### config.mk
export PLATFORM = sky130hd
export DESIGN_NAME = dmem_port_arbiter
export DESIGN_NICKNAME = d
export VERILOG_FILES = /design/src/rtl/dmem_port_arbiter.sv
export SDC_FILE = /design/constraint.sdc
export NUM_CORES = 1
export LEC_CHECK = 0
export CAP_MARGIN = 10
export CELL_PAD_IN_SITES_DETAIL_PLACEMENT = 0
export CELL_PAD_IN_SITES_GLOBAL_PLACEMENT = 1
export CORE_UTILIZATION = 35
export CTS_BUF_LIST = sky130_fd_sc_hd__clkbuf_16
export DETAILED_ROUTE_END_ITERATION = 16
export GPL_ROUTABILITY_DRIVEN = 0
export PLACE_DENSITY = 0.82
export REMOVE_ABC_BUFFERS = 1
export SLEW_MARGIN = 20
export SYNTH_ARGS = -nofsm -noshare
export SYNTH_HDL_FRONTEND = slang
export SYNTH_SLANG_ARGS = --single-unit
### constraint.sdc
create_clock -name clk -period 4.3 [get_ports clk]
set_input_delay 0.86 -clock clk [delete_from_list [all_inputs] [get_ports clk]]
set_output_delay 0.86 -clock clk [all_outputs]
set_load 0.05 [all_outputs]
### src/rtl/dmem_port_arbiter.sv
// Round-robin arbiter sharing a byte-wide data memory between the CPU
// and the UART engine; each 32-bit word moves as four big-endian bytes.
module dmem_port_arbiter #(
    parameter int ADDR_W = 12
) (
    input  logic              clk,
    input  logic              rst,
    input  logic              req0,
    input  logic              we0,
    input  logic [ADDR_W-1:0] addr0,
    input  logic [31:0]       wdata0,
    output logic              done0,
    input  logic              req1,
    input  logic              we1,
    input  logic [ADDR_W-1:0] addr1,
    input  logic [31:0]       wdata1,
    output logic              done1,
    output logic [31:0]       rdata,
    output logic [1:0]        grant,
    output logic              busy,
    output logic              mem_en,
    output logic              mem_we,
    output logic [ADDR_W-1:0] mem_addr,
    output logic [7:0]        mem_wdata,
    input  logic [7:0]        mem_rdata
);

    typedef enum logic [1:0] {
        IDLE,
        XFER,
        LAST,
        DONE
    } state_t;

    state_t            state_q, state_d;
    logic [1:0]        cnt_q, cnt_d;
    logic [ADDR_W-3:0] word_q, word_d;
    logic              we_q, we_d;
    logic [31:0]       wdata_q, wdata_d;
    logic [31:0]       rdata_q, rdata_d;
    logic [1:0]        grant_q, grant_d;
    logic              last_q, last_d;
    logic              pick1;
    logic [7:0]        byte_sel;
    logic              unused_addr_bits;

    // Word-aligned accesses: the low address bits never reach the memory.
    assign unused_addr_bits = ^{addr0[1:0], addr1[1:0]};

    // On a conflict the port that did not win last time is served.
    assign pick1 = req1 & (~req0 | ~last_q);

    always_comb begin
        byte_sel = 8'h00;
        unique case (cnt_q)
            2'd0: byte_sel = wdata_q[31:24];
            2'd1: byte_sel = wdata_q[23:16];
            2'd2: byte_sel = wdata_q[15:8];
            2'd3: byte_sel = wdata_q[7:0];
            default: byte_sel = 8'h00;
        endcase
    end

    always_comb begin
        state_d   = state_q;
        cnt_d     = cnt_q;
        word_d    = word_q;
        we_d      = we_q;
        wdata_d   = wdata_q;
        rdata_d   = rdata_q;
        grant_d   = grant_q;
        last_d    = last_q;
        mem_en    = 1'b0;
        mem_we    = 1'b0;
        mem_addr  = '0;
        mem_wdata = 8'h00;
        done0     = 1'b0;
        done1     = 1'b0;
        unique case (state_q)
            IDLE: begin
                if (req0 | req1) begin
                    state_d = XFER;
                    cnt_d   = 2'd0;
                    last_d  = pick1;
                    if (pick1) begin
                        word_d  = addr1[ADDR_W-1:2];
                        we_d    = we1;
                        wdata_d = wdata1;
                        grant_d = 2'b10;
                    end else begin
                        word_d  = addr0[ADDR_W-1:2];
                        we_d    = we0;
                        wdata_d = wdata0;
                        grant_d = 2'b01;
                    end
                end
            end
            XFER: begin
                mem_en    = 1'b1;
                mem_we    = we_q;
                mem_addr  = {word_q, cnt_q};
                mem_wdata = we_q ? byte_sel : 8'h00;
                cnt_d     = cnt_q + 2'd1;
                // Read bytes arrive one cycle after their strobe.
                if (!we_q && cnt_q != 2'd0) begin
                    rdata_d = {rdata_q[23:0], mem_rdata};
                end
                if (cnt_q == 2'd3) begin
                    state_d = LAST;
                end
            end
            LAST: begin
                if (!we_q) begin
                    rdata_d = {rdata_q[23:0], mem_rdata};
                end
                state_d = DONE;
            end
            DONE: begin
                done0   = grant_q[0];
                done1   = grant_q[1];
                grant_d = 2'b00;
                state_d = IDLE;
            end
            default: begin
                state_d = IDLE;
                grant_d = 2'b00;
            end
        endcase
    end

    always_ff @(posedge clk or negedge rst) begin
        if (!rst) begin
            state_q <= IDLE;
            cnt_q   <= 2'd0;
            word_q  <= '0;
            we_q    <= 1'b0;
            wdata_q <= 32'h0;
            rdata_q <= 32'h0;
            grant_q <= 2'b00;
            last_q  <= 1'b1;
        end else begin
            state_q <= state_d;
            cnt_q   <= cnt_d;
            word_q  <= word_d;
            we_q    <= we_d;
            wdata_q <= wdata_d;
            rdata_q <= rdata_d;
            grant_q <= grant_d;
            last_q  <= last_d;
        end
    end

    assign rdata = rdata_q;
    assign grant = grant_q;
    assign busy  = (state_q != IDLE);

endmodule

==> impl_results.md <==
- Worst Max-Slew Pin Slew: slightly below 1000 ps
- Count leader, synth: dfrtp_1
- Final core occ: approximately 54%
- Initial antenna violation count: 1
- Max-cap violations: 0
- Synthesis warning total: 0
- Leak pwr: approximately 2.5 nW
- Cell area after placement: approximately 0.0056 sq mm
- Initial drt markers: 137
- Most used DFF post-synth: dfrtp_1
- Fin crit share: between 80% and 90%
- Most area-consuming cells after synthesis: dfrtp_1, a21oi_1, mux2_1
- Leading area contributor after synthesis: dfrtp_1
- Setup TNS: 0 ps
- Worst VDD drop: a little under 600 uV
- Vias in the first global route: ~3,400
- Sw frac: between 40% and 50%
- Crit Path Max Fanout: 17
- Post-CTS Resized: 0
- Clock sinks: 82
- Slew Viols, Final: 0
- RSZ-0062 raised after global routing: false
- NumNets Final: between 600 and 700
- Slowest cell on crit path: clkdlybuf4s50_1
- Worst path arrival time: approximately 2700 ps
- Synth Cell Area: approximately 0.0040 sq mm
- Post-synth top cells: dfrtp_1, a21oi_1, nor2_1
- Avg WL per Cell: roughly 16 um
- GR Overflow Total: 0
- CTS Buf Count: 9
- Area Growth Syn to Fin: 48.03%
- Post-Syn Area per Cell: 10.31 sq um
- Hold Path Class: flop to flop
- PwrDens: between 800 and 900 mW/mm^2
- Post-CTS setup buffer count: 0
- NetSw: ~2.2 mW
- Post-route cell area: around 0.006 sq mm
- Share of layout cells above drive strength 1: 5.390%
- Via count: around 3,400
- Final Hold Fails: 0
- Flops & latches, synth: just over 80
- Overall die width: between 100 and 150 um
- Peak Freq: approximately 0.28 GHz
- Post-DP HPWL: 7278 um
- Vias per std cell: 5.024
- WHS Path Cells: 1
- Die height: about 110 um
- Hold Buf Count CTS: 0
- Post-Route Skew: 4.406 ps
- Clock group share of total power: approximately 16%
- Drt first pass iters: 5
- Top Family by Delay on Critical Path: buffers and inverters
- Die area: about 0.012 sq mm
- Fraction of registers with async set/reset: between 90% and 100%
- IO Port Bufs: between 150 and 200
- Max incr delay on CP: between 800 and 900 ps
- Total track usage: 18.16%
- Flop pwr share: approximately 29%
- Tmin final: around 3600 ps
- Layout fillers: 1,000
- CTS clk-pin slew, worst paths: about 60 ps
- Worst path buffer plus inverter count: 2
- Cell internal pwr: ~2.7 mW
- Largest net degree at the start of global routing: between 80 and 90
- Crit Path Class: flop to output port
- Data required, critical path: 3440 ps
- Clock latency on the worst-skew pair: between 300 and 400 ps
- Type of origin of the critical path: flop
- CORE AREA: ~0.011 sq mm
- Syn Inst Count: 389
- Starting Density: a little over a third
- Post-synth EDFFs: 0
- Worst Reg2Reg Path Length in Cells: 5
- Synth unique cells: 38
- Register area share after synthesis: between 50% and 60%
- Clk buf depth: 2
- CTS tree: built
- Row count: 38
- Routed Antenna Nets: 0
- Comb pwr share: between 50 and 60%
- Crit end category: output port
- Final Setup Violations: 0
- Clock root buffer: clkbuf_16
- Global-route wire length before repair: between 15,000 and 20,000 um
- Post-synth top area share: between 50% and 60%
- Worst rel slew slack: 34.20%
- Status: finished, final reports clean
- Worst path depth: 5
- Total power: approximately 5 mW
- Crit-path cells: inv_1, ha_1, a21oi_1, a211oi_1, clkdlybuf4s50_1
- Ports: ~160
- H-tree Lvls: 3
- DRC: 0
- Final wirelength: 10,540 um
## cells by family (layout without fill, tap and decap cells)
| group | after synthesis | count (layout) | synth area share, % |
|---|---|---|---|
| compound gates | 117 | 117 | 18.51 |
| xor+xnor | 1 | 1 | 0.2185 |
| fa+ha+maj | 9 | 9 | 2.809 |
| buf+inv | 36 | 185 | 4.775 |
| flops | 82 | 82 | 51.22 |
| mux | 34 | 34 | 9.519 |
| other cells | 0 | 1 | 0 |
| simple gates | 110 | 110 | 12.95 |
## layout by cell type (no fill, tap or decap), drive strengths merged, types with 2 or more instances in the layout
cell           netlist  layout
a211oi               7       7
a21oi               78      78
a221o               11      11
a22oi                8       8
and2                14      14
and3                11      11
buf                 17       6
clkbuf              11       9
clkdlybuf4s50        0     155
clkinv               0       3
dfrtp               81      81
ha                   9       9
inv                  8      10
mux2                33      33
nand2               34      34
nand2b               5       5
nor2                37      37
nor2b                8       8
o21a                 2       2
o21ai                2       2
## power by group through the flow
stage	registers (mW)	logic (mW)	clock network [mW]
floorplan	1.96	1.30	0
global placement	1.42	2.72	0
detailed placement	1.44	2.77	0
CTS	1.43	2.78	0.786
global route	1.48	2.96	0.816
finish	1.43	2.74	0.767
## registers in the layout, indices dropped and copies added, names as in the netlist
signal   flops
cnt_q        2
grant        2
last_q       1
rdata       32
state_q      2
wdata_q     32
we_q         1
word_q      10
## final cells by class
| cell class | instances | area [sq um] | share of cell area [%] |
|---|---|---|---|
| multi-input cells | 271 | 1772 | 29.85 |
| flip-flops and latches | 82 | 2053 | 34.60 |
| well taps | 140 | 175.2 | 2.952 |
| inverters | 8 | 30.03 | 0.5060 |
| clock inverters | 7 | 76.32 | 1.286 |
| diodes | 1 | 2.502 | 0.04217 |
| repair buffers | 161 | 1600 | 26.97 |
| clock buffers | 9 | 225.2 | 3.795 |
## per-layer routing
layer  routed length, um  vias up  GRT usage, %  part of all wire [%]
met4                 166        0         5.985                   1.6
li1                    -     1648             -                     -
met1                4632     1631         22.16                    44
met3                 652       14         4.244                   6.2
met5                   0        -             0                     0
met2                5090      118         31.40                    48
## per-stage QoR
step	hold WS, ps	setup WS (ps)	std cells
finish	481.5	706.7	679
global route	493.4	539.7	679
CTS	489.3	675.0	678
detailed placement	475.2	1044	662
global placement	467.3	1060	662
floorplan	471.2	695.1	361
## worst paths after layout
check | startpoint | to | slack (ps)
min in group asynchronous | rst | rdata[20]$_DFFE_PN0P_ | 550
min | rdata[26]$_DFFE_PN0P_ | rdata[26]$_DFFE_PN0P_ | 480
min reg2reg | rdata[26]$_DFFE_PN0P_ | rdata[26]$_DFFE_PN0P_ | 480
max in group asynchronous | rst | wdata_q[20]$_DFFE_PN0P_ | 3200
max | cnt_q[0]$_DFFE_PN0P_ | mem_wdata[2] | 710
max reg2reg | cnt_q[0]$_DFFE_PN0P_ | rdata[0]$_DFFE_PN0P_ | 1750
## worst reg2reg max path, delay by kind of cell (launching register included)
kind                       cells  cell delay [ps]
adders and majority gates      1              420
DFF                            1              420
AOI/OAI and AO/OA              1              780
muxes                          1              410
and+or+nand+nor                1              280
buffers and inverters          1              110
Power figures use the tool's default switching activity.
